==> config.mk <==
export PLATFORM = sky130hd
export DESIGN_NAME = mem_arbiter_flat
export DESIGN_NICKNAME = d
export VERILOG_FILES = /design/src/rtl/mem_arbiter_if.sv /design/src/rtl/mem_arbiter.sv /design/src/flat_wrapper.sv
export SDC_FILE = /design/constraint.sdc
export NUM_CORES = 1
export LEC_CHECK = 0
export BUFFER_PORTS_ARGS = -buffer_cell sky130_fd_sc_hd__buf_2
export CORE_ASPECT_RATIO = 0.75
export CORE_MARGIN = 2
export CORE_UTILIZATION = 48
export CTS_CLUSTER_DIAMETER = 40
export CTS_CLUSTER_SIZE = 30
export DETAILED_ROUTE_END_ITERATION = 6
export HOLD_SLACK_MARGIN = 0.05
export PLACE_DENSITY_LB_ADDON = 0.2
export REMOVE_ABC_BUFFERS = 1
export SLEW_MARGIN = 20
export SYNTH_ARGS = -nofsm -noshare
export SYNTH_HDL_FRONTEND = slang
export SYNTH_SLANG_ARGS = --single-unit
==> constraint.sdc <==
create_clock -name clk -period 2.45 [get_ports clk]
set_clock_uncertainty 0.05 [all_clocks]
set_input_delay 0.3675 -clock clk [delete_from_list [all_inputs] [get_ports clk]]
set_output_delay 0.3675 -clock clk [all_outputs]
set_load 0.02 [all_outputs]
==> src/rtl/mem_arbiter_if.sv <==
// mem_arbiter_if: bundles the two requester ports (fetch "i", data "d"), the
// shared single-port memory bus and the arbiter status outputs.
//   slave  : arbiter side (takes requests and mem_rdata, drives memory bus/done/stall).
//   master : requester/memory side (drives requests and mem_rdata).
interface mem_arbiter_if;
  // Fetch port
  logic        i_req;
  logic [15:0] i_addr;
  logic        i_done;
  logic [15:0] i_rdata;
  logic        i_stall;
  // Data port
  logic        d_req;
  logic        d_wr;
  logic [15:0] d_addr;
  logic [15:0] d_wdata;
  logic        d_done;
  logic [15:0] d_rdata;
  logic        d_stall;
  // Shared memory
  logic        mem_en;
  logic        mem_wr;
  logic [15:0] mem_addr;
  logic [15:0] mem_wdata;
  logic [15:0] mem_rdata;
  // Status
  logic        busy;

  modport slave (
    input  i_req, i_addr, d_req, d_wr, d_addr, d_wdata, mem_rdata,
    output i_done, i_rdata, i_stall, d_done, d_rdata, d_stall,
    output mem_en, mem_wr, mem_addr, mem_wdata, busy
  );

  modport master (
    output i_req, i_addr, d_req, d_wr, d_addr, d_wdata, mem_rdata,
    input  i_done, i_rdata, i_stall, d_done, d_rdata, d_stall,
    input  mem_en, mem_wr, mem_addr, mem_wdata, busy
  );
endinterface

==> src/rtl/mem_arbiter.sv <==
// mem_arbiter: round-robin arbiter giving a fetch port (i) and a data port (d)
// access to one shared single-port memory with a fixed latency of LAT cycles.
//   clk  : rising-edge clock
//   rst  : asynchronous active-high reset
//   bus  : mem_arbiter_if.slave - requests, memory bus, done/rdata/stall, busy
// A grant happens in an IDLE cycle, BUSY lasts LAT cycles, and the owner's
// done pulse lands in the following (IDLE) cycle, where the other port may be
// granted immediately.
module mem_arbiter #(
  parameter int unsigned LAT = 2  // legal range 1..7
) (
  input logic          clk,
  input logic          rst,
  mem_arbiter_if.slave bus
);

  typedef enum logic {StIdle, StBusy} state_e;
  typedef enum logic {OwnI = 1'b0, OwnD = 1'b1} owner_e;

  localparam logic [2:0] CntLoad = 3'(LAT - 1);

  state_e      state_q, state_d;
  owner_e      owner_q, owner_d;
  owner_e      last_owner_q, last_owner_d;
  owner_e      grant;
  logic [2:0]  cnt_q, cnt_d;
  logic [15:0] addr_q, addr_d;
  logic        wr_q, wr_d;
  logic [15:0] wdata_q, wdata_d;
  logic        i_done_q, i_done_d;
  logic        d_done_q, d_done_d;
  logic [15:0] i_rdata_q, i_rdata_d;
  logic [15:0] d_rdata_q, d_rdata_d;
  logic        i_elig, d_elig;

  // A port whose done is high is still holding req for the finished access.
  assign i_elig = bus.i_req & ~i_done_q;
  assign d_elig = bus.d_req & ~d_done_q;

  always_comb begin
    state_d      = state_q;
    owner_d      = owner_q;
    last_owner_d = last_owner_q;
    cnt_d        = cnt_q;
    addr_d       = addr_q;
    wr_d         = wr_q;
    wdata_d      = wdata_q;
    i_rdata_d    = i_rdata_q;
    d_rdata_d    = d_rdata_q;
    i_done_d     = 1'b0;
    d_done_d     = 1'b0;
    grant        = OwnI;

    if (i_elig && d_elig) begin
      grant = (last_owner_q == OwnI) ? OwnD : OwnI;
    end else if (d_elig) begin
      grant = OwnD;
    end

    unique case (state_q)
      StIdle: begin
        if (i_elig || d_elig) begin
          state_d      = StBusy;
          owner_d      = grant;
          last_owner_d = grant;
          cnt_d        = CntLoad;
          if (grant == OwnD) begin
            addr_d  = bus.d_addr;
            wr_d    = bus.d_wr;
            wdata_d = bus.d_wdata;
          end else begin
            addr_d  = bus.i_addr;
            wr_d    = 1'b0;
            wdata_d = 16'h0000;
          end
        end
      end
      StBusy: begin
        if (cnt_q == 3'd0) begin
          state_d = StIdle;
          if (owner_q == OwnD) begin
            d_done_d = 1'b1;
            if (!wr_q) d_rdata_d = bus.mem_rdata;
          end else begin
            i_done_d = 1'b1;
            if (!wr_q) i_rdata_d = bus.mem_rdata;
          end
        end else begin
          cnt_d = cnt_q - 3'd1;
        end
      end
      default: state_d = StIdle;
    endcase
  end

  always_ff @(posedge clk or posedge rst) begin
    if (rst) begin
      state_q      <= StIdle;
      owner_q      <= OwnI;
      last_owner_q <= OwnI;
      cnt_q        <= 3'd0;
      addr_q       <= 16'h0000;
      wr_q         <= 1'b0;
      wdata_q      <= 16'h0000;
      i_done_q     <= 1'b0;
      d_done_q     <= 1'b0;
      i_rdata_q    <= 16'h0000;
      d_rdata_q    <= 16'h0000;
    end else begin
      state_q      <= state_d;
      owner_q      <= owner_d;
      last_owner_q <= last_owner_d;
      cnt_q        <= cnt_d;
      addr_q       <= addr_d;
      wr_q         <= wr_d;
      wdata_q      <= wdata_d;
      i_done_q     <= i_done_d;
      d_done_q     <= d_done_d;
      i_rdata_q    <= i_rdata_d;
      d_rdata_q    <= d_rdata_d;
    end
  end

  // Memory-side outputs decode purely from state, so reset clears them at once.
  assign bus.busy      = (state_q == StBusy);
  assign bus.mem_en    = bus.busy;
  assign bus.mem_wr    = bus.busy & wr_q & (cnt_q == 3'd0);
  assign bus.mem_addr  = bus.busy ? addr_q : 16'h0000;
  assign bus.mem_wdata = bus.busy ? wdata_q : 16'h0000;
  assign bus.i_done    = i_done_q;
  assign bus.d_done    = d_done_q;
  assign bus.i_rdata   = i_rdata_q;
  assign bus.d_rdata   = d_rdata_q;
  assign bus.i_stall   = bus.i_req & ~i_done_q;
  assign bus.d_stall   = bus.d_req & ~d_done_q;

endmodule
==> src/flat_wrapper.sv <==
// flat-port wrapper written by rule: the top's interface ports become plain ports
module mem_arbiter_flat 
#(
  parameter int unsigned LAT = 2                     
)
  (clk, rst, bus_i_req, bus_i_addr, bus_d_req, bus_d_wr, bus_d_addr, bus_d_wdata, bus_mem_rdata, bus_i_done, bus_i_rdata, bus_i_stall, bus_d_done, bus_d_rdata, bus_d_stall, bus_mem_en, bus_mem_wr, bus_mem_addr, bus_mem_wdata, bus_busy);
  mem_arbiter_if bus_i ();
  input logic clk;
  input logic rst;
  input wire logic [$bits(bus_i.i_req)-1:0] bus_i_req;
  input wire logic [$bits(bus_i.i_addr)-1:0] bus_i_addr;
  input wire logic [$bits(bus_i.d_req)-1:0] bus_d_req;
  input wire logic [$bits(bus_i.d_wr)-1:0] bus_d_wr;
  input wire logic [$bits(bus_i.d_addr)-1:0] bus_d_addr;
  input wire logic [$bits(bus_i.d_wdata)-1:0] bus_d_wdata;
  input wire logic [$bits(bus_i.mem_rdata)-1:0] bus_mem_rdata;
  output wire logic [$bits(bus_i.i_done)-1:0] bus_i_done;
  output wire logic [$bits(bus_i.i_rdata)-1:0] bus_i_rdata;
  output wire logic [$bits(bus_i.i_stall)-1:0] bus_i_stall;
  output wire logic [$bits(bus_i.d_done)-1:0] bus_d_done;
  output wire logic [$bits(bus_i.d_rdata)-1:0] bus_d_rdata;
  output wire logic [$bits(bus_i.d_stall)-1:0] bus_d_stall;
  output wire logic [$bits(bus_i.mem_en)-1:0] bus_mem_en;
  output wire logic [$bits(bus_i.mem_wr)-1:0] bus_mem_wr;
  output wire logic [$bits(bus_i.mem_addr)-1:0] bus_mem_addr;
  output wire logic [$bits(bus_i.mem_wdata)-1:0] bus_mem_wdata;
  output wire logic [$bits(bus_i.busy)-1:0] bus_busy;
  assign bus_i.i_req = bus_i_req;
  assign bus_i.i_addr = bus_i_addr;
  assign bus_i.d_req = bus_d_req;
  assign bus_i.d_wr = bus_d_wr;
  assign bus_i.d_addr = bus_d_addr;
  assign bus_i.d_wdata = bus_d_wdata;
  assign bus_i.mem_rdata = bus_mem_rdata;
  assign bus_i_done = bus_i.i_done;
  assign bus_i_rdata = bus_i.i_rdata;
  assign bus_i_stall = bus_i.i_stall;
  assign bus_d_done = bus_i.d_done;
  assign bus_d_rdata = bus_i.d_rdata;
  assign bus_d_stall = bus_i.d_stall;
  assign bus_mem_en = bus_i.mem_en;
  assign bus_mem_wr = bus_i.mem_wr;
  assign bus_mem_addr = bus_i.mem_addr;
  assign bus_mem_wdata = bus_i.mem_wdata;
  assign bus_busy = bus_i.busy;
  mem_arbiter #(.LAT(LAT)) u_core (.clk(clk), .rst(rst), .bus(bus_i));
endmodule
==> results of run 1 <==
## worst max-delay path: cells and delay by family (launching register included)
kind / cells / cell delay [ns]
flops: 1 / 0.49
buf+inv: 2 / 0.71
simple gates: 1 / 0.27
## logic make-up (layout without fill, tap and decap cells)
logic type	after synthesis	in the layout	synth area share
muxes	32	32	0.115
buffers and inverters	47	182	0.0758
and+or+nand+nor	67	67	0.127
adders and majority gates	2	2	0.00722
AOI/OAI and AO/OA	73	73	0.155
DFF	72	72	0.520
## sequential cells by signal, summed over array words and instances, names as in the netlist
signal	cells
u_core.addr_q	16
u_core.bus.busy	1
u_core.bus.d_done	1
u_core.bus.d_rdata	16
u_core.bus.i_done	1
u_core.bus.i_rdata	16
u_core.cnt_q	3
u_core.owner_q	1
u_core.wdata_q	16
u_core.wr_q	1
## cell usage after synthesis
library cell,n
a2bb2oi_1,1
nor2b_1,1
buf_2,5
nand2_1,4
and2_1,17
nor3_4,2
or3_1,1
and4b_4,1
a22oi_1,15
ha_1,2
mux2_1,5
nand2b_1,3
mux2_2,17
nor2_1,16
clkinv_1,1
a21o_1,2
mux2_4,10
nor3_1,1
nand3b_1,2
clkbuf_1,11
and2b_1,1
buf_4,1
and3_1,1
o21ai_0,18
a22o_1,17
and3b_1,17
buf_6,8
inv_1,20
a221oi_1,16
o22ai_1,1
a21oi_1,3
buf_12,1
dfrtp_1,72
## metal layers
metal / track usage / vias to the layer above
met1: 0.292 / 1312
li1: - / 1307
met5: 0 / -
met4: 0.0640 / 0
met2: 0.316 / 91
met3: 0.0505 / 11
## through the flow
step	std cells	util	hold WS (ns)	setup slack [ns]
6_report	526	0.626	0.0541	0.239
5_1_grt	526	0.626	0.0677	0.0540
4_1_cts	526	0.626	0.0541	0.217
3_5_place_dp	511	0.604	0.424	0.512
3_3_place_gp	511	0.604	0.417	0.406
2_1_floorplan	267	-	0.408	-0.165
## area by class of cell
| class | instances | area, um^2 |
|---|---|---|
| clock buffer | 11 | 131 |
| inverter | 21 | 78.8 |
| timing repair buffer | 146 | 761 |
| fill | 613 | 2580 |
| clock inverter | 4 | 22.5 |
| sequential | 72 | 1800 |
| multi-input combinational | 174 | 1400 |
| tap | 98 | 123 |
## how the worst min path moves through the flow
stage,cells after the start,slack (ns),end,from
4_1_cts,3,0.05,u_core.bus.d_rdata[11],rst
2_1_floorplan,1,0.41,u_core.wdata_q[0],u_core.wdata_q[0]
3_3_place_gp,1,0.42,u_core.bus.i_rdata[4],u_core.bus.i_rdata[4]
5_1_grt,3,0.07,u_core.bus.d_rdata[11],rst
6_report,3,0.05,u_core.bus.d_rdata[11],rst
3_5_place_dp,1,0.42,u_core.bus.i_rdata[0],u_core.bus.i_rdata[0]
## report_power, final
part | internal (mW) | switching [mW] | leakage, nW
clock | 0.357 | 0.409 | 0.0789
sequential | 1.77 | 0.302 | 0.873
combinational | 1.23 | 1.77 | 1.31
==> impl_results.md, run 1 <==
- Status: completed
- Fraction of layout cells with a size suffix above 1: 0.446
- Max-slew headroom: 0.532
- Hold_buf cts: 0
- Ys Warns: 0
- CTS buffer count: 9
- # setup viols final: 0
- Placed wire-length estimate: 5.47 mm
- Clk sink count: 72
- Synthesized cell area: 3470 um^2
- DR DRC count: 0
- Leak pwr: 2.26 nW
- Tmin final: 2.21 ns
- Clk buf depth: 2
- CP cell instances: clkinv_1 > nor2_1 > buf_2
- Total die area: slightly below 8000 um^2
- DR WL met2: between 3 and 4 mm
- Clock root buffer: clkbuf_8
- Worst setup SP type: flop
- RSZ-0062 raised after global routing: false
- Clk Latency, worst-skew pair: 0.34 ns
- Layout net count: 495
- Slew Limit Fails: 0
- Worst R2R End: u_core.wdata_q[11]
- Reg2reg path depth: 3
- CP Capture Type: primary output
- DP Area: about 4200 um^2
- Sequential area share after synthesis: 0.520
- Max Freq: roughly 0.45 GHz
- Initial antenna violation count: 0
- Hold Crit Class: input port to async pin
- DR WL/cell: approximately 15 um
- Largest area contributor in the netlist: dfrtp_1
- Most common cell after layout, fill and taps aside: buf_2
- Die Ht: roughly 78 um
- I/O pin count: 140
- # rows: 26
- Largest net degree at the start of global routing: 73
- Synth cell types: 33
- Wl on met1: about 3.8 mm
- RR Startpoint: u_core.owner_q
- GRT overflow: 0
- WS Path Type: flop to primary output
- Max IR drop VDD: about 0.00054 V
- Synth Instances: around 290
- Diode count: 0
- Max Cap Viol: 0
- Highest routed layer: met4
- CP max stage delay: slightly above 0.5 ns
- Tcrit/Tclk final: 0.903
- Pwr Density: ~1400 nW/um^2
- IO Port Bufs: 139
- Worst-path clk slew: approximately 0.07 ns
- Detail-routed via count per cell: 5.17
- Area growth syn-to-layout: 24.7%
- Drt total wl: approximately 8.1 mm
- Total track usage: 0.207
- DIE WIDTH: slightly above 100 um
- Iter 0 DRT Violations: ~150
- Yosys top cell area share: 0.520
- First-pass GRT wire length: 12.9 mm
- Post-CTS sizing: 0
- H-tree depth: 3
- Slowest cell on crit path: clkinv_1
- CP max FO: 17
- RD Place Congestion: ~0.78
- Final hold violations: 0
- Post-CTS Setup Bufs: 0
- End point of the critical path: bus_mem_addr[3]
- Via Count: about 2700
- FF+latch count, synth: 72
- R2R Setup Slk: 0.50 ns
- Overall power: 5.83 mW
- Avg Cell Area, Syn: between 10 and 15 um^2
- Worst Path Arrival: roughly 1.8 ns
- Crit. Startpoint: u_core.bus.busy
- Vias in the first global route: approximately 2600
- Met3 routed WL: 470 um
- Initial Util: 0.503
- CTS tree: yes
- Core Footprint: ~7000 um^2
- Number of detailed-route iterations in the first pass: 4
- Post-route cell area: ~4300 um^2
- DRT antenna net count: 0
- Worst slew pin tran: 0.700 ns
- Ranking of synthesized cells by area: dfrtp_1 52%, mux2_2 5.5%, mux2_4 4.3%, a22o_1 4.3%, and3b_1 4.3%
- Commonest non-fill, non-tap cells in the layout: 139 x buf_2, 72 x dfrtp_1, 19 x inv_1
- CP required: between 2 and 2.5 ns
- Setup TNS Final: 0 ns
No activity file was read; power rests on OpenSTA's default activity.
==> inputs of run 2 (changes only) <==
--- a/config.mk
+++ b/config.mk
@@ -9,7 +9,7 @@
 export CORE_ASPECT_RATIO = 0.75
 export CORE_MARGIN = 2
 export CORE_UTILIZATION = 48
-export CTS_CLUSTER_DIAMETER = 40
+export CTS_CLUSTER_DIAMETER = 120
 export CTS_CLUSTER_SIZE = 30
 export DETAILED_ROUTE_END_ITERATION = 6
 export HOLD_SLACK_MARGIN = 0.05
==> constraint.sdc (replaced) <==
create_clock -name clk -period 2.45 [get_ports clk]
set_clock_uncertainty 0.05 [all_clocks]
set_input_delay 0.3675 -clock clk [delete_from_list [all_inputs] [get_ports clk]]
set_output_delay 0.3675 -clock clk [all_outputs]
set_load 0.05 [all_outputs]
==> impl_results.md, run 2 (synthesis gave the netlist of run 1 again) <==
- Status: completed
- Clock root buffer: clkbuf_8
- Top delay family on crit path: buffers and inverters
- CP Capture Type: primary output
- Area growth syn-to-layout: 27.1%
- Max Cap Viol: 0
- CP max stage delay: roughly 0.47 ns
- Max-slew headroom: 0.529
- Total die area: slightly below 8000 um^2
- # setup viols final: 0
- Register area: 1800 um^2
- Layout net count: about 500
- Iter 0 DRT Violations: 150
- Total track usage: 0.207
- CP max FO: 17
- Final hold violations: 0
- Largest net degree at the start of global routing: 73
- IO Port Bufs: 139
- Post-CTS Setup Bufs: 0
- CP cell instances: clkinv_1 > nor2_1 > buf_2
- Layout Cells excl Fill: around 530
- Worst setup SP type: flop
- DR WL/cell: 15.3 um
- Tmin final: around 2.3 ns
- Worst-path clk slew: ~0.080 ns
- I/O pin count: 140
- Post-CTS sizing: 0
- Initial antenna violation count: 0
- Placed wire-length estimate: 5.51 mm
- Max Freq: between 0.4 and 0.5 GHz
- Initial Util: 0.503
- Tcrit/Tclk final: 0.921
- GRT overflow: 0
- Clk buf depth: 2
- Commonest non-fill, non-tap cells in the layout: 139 x buf_2, 72 x dfrtp_1, 19 x inv_1
- Hold_buf cts: 0
- Reg2reg path depth: 6
- Hold Crit Class: input port to async pin
- Dpl cells: between 500 and 600
- # rows: 26
- Diode count: 0
- Core Footprint: 6900 um^2
- Fillers: around 600
- Via Count: between 2000 and 3000
- DRT antenna net count: 0
- Drt total wl: slightly above 8 mm
- First-pass GRT wire length: between 10 and 15 mm
- RD Place Congestion: 0.845
- Highest routed layer: met4
- CP required: 2.03 ns
- DR DRC count: 0
- Met3 routed WL: 588 um
- Number of detailed-route iterations in the first pass: 5
- Fraction of layout cells with a size suffix above 1: 0.450
- Worst Path Arrival: around 1.8 ns
- Slew Limit Fails: 0
- Most common cell after layout, fill and taps aside: buf_2
- CP bufs+invs: 2
- CTS buffer count: 9
- Multi-input gate area: about 1400 um^2
- Detail-routed via count per cell: between 5 and 6
- Vias in the first global route: about 2600
- Slowest cell on crit path: dfrtp_1
- Die Ht: about 78 um
- DR WL met2: 3.81 mm
- Crit path depth: 3
- CTS tree: yes
- WS Path Type: flop to primary output
- DIE WIDTH: around 100 um
- Wl on met1: 3.67 mm
- Setup TNS Final: 0 ns
- Clk Latency, worst-skew pair: roughly 0.34 ns
- H-tree depth: 3
- RSZ-0062 raised after global routing: false
- Worst slew pin tran: between 0.7 and 0.8 ns
- Clk sink count: 72
run 2: changes by cell type in the layout (fill, tap and decap cells not counted), sizes merged:
cell / previous run / this run
clkinv: 4 / 2
clkbuf: 11 / 12
clkinvlp: 1 / 2
bufinv: 0 / 1
buf: 146 / 150
run 2: worst paths after layout:
kind	from	endpoint	slack (ns)
worst max register to register	u_core.cnt_q[0]	u_core.bus.d_rdata[11]	0.53
worst min-delay path	rst	u_core.bus.i_rdata[11]	0.04
min in group clk	bus_d_wdata[7]	u_core.wdata_q[7]	0.20
worst max-delay path	u_core.bus.busy	bus_mem_addr[2]	0.19
worst min register to register	u_core.bus.i_rdata[7]	u_core.bus.i_rdata[7]	0.43
max in group asynchronous	rst	u_core.bus.i_rdata[15]	2.00
run 2: worst reg2reg max path, stage by stage, from the launching register on:
cell,delay [ns]
dfrtp_1,0.39
inv_1,0.10
ha_1,0.25
and4b_4,0.25
and2b_1,0.12
buf_4,0.27
mux2_2,0.38
run 2: per-layer routing:
| metal | GRT usage | up-vias |
|---|---|---|
| li1 | - | 1319 |
| met1 | 0.289 | 1322 |
| met2 | 0.314 | 112 |
| met3 | 0.0703 | 11 |
| met4 | 0.0480 | 0 |
| met5 | 0 | - |
run 2: final cells by class:
type,count,area share
Clock buffer,12,0.0329
Clock inverter,4,0.0122
Inverter,21,0.0179
Multi-Input combinational cell,174,0.318
Sequential cell,72,0.409
Tap cell,98,0.0278
Timing Repair Buffer,150,0.182
run 2: metrics by stage:
stage	instance area, um^2	util	hold slack (ns)	setup slack [ns]
detailed placement	4210	0.610	0.420	0.582
floorplan	3280	-	0.408	-1.01
finish	4410	0.639	0.0450	0.192
global route	4410	0.639	0.0541	0.0752
global placement	4210	0.610	0.416	0.622
CTS	4410	0.639	0.0531	0.198
Power of run 2 is left out: the tool's default activity adds up to more than one toggle a clock period on the data nets, which glitch-free logic cannot reach.
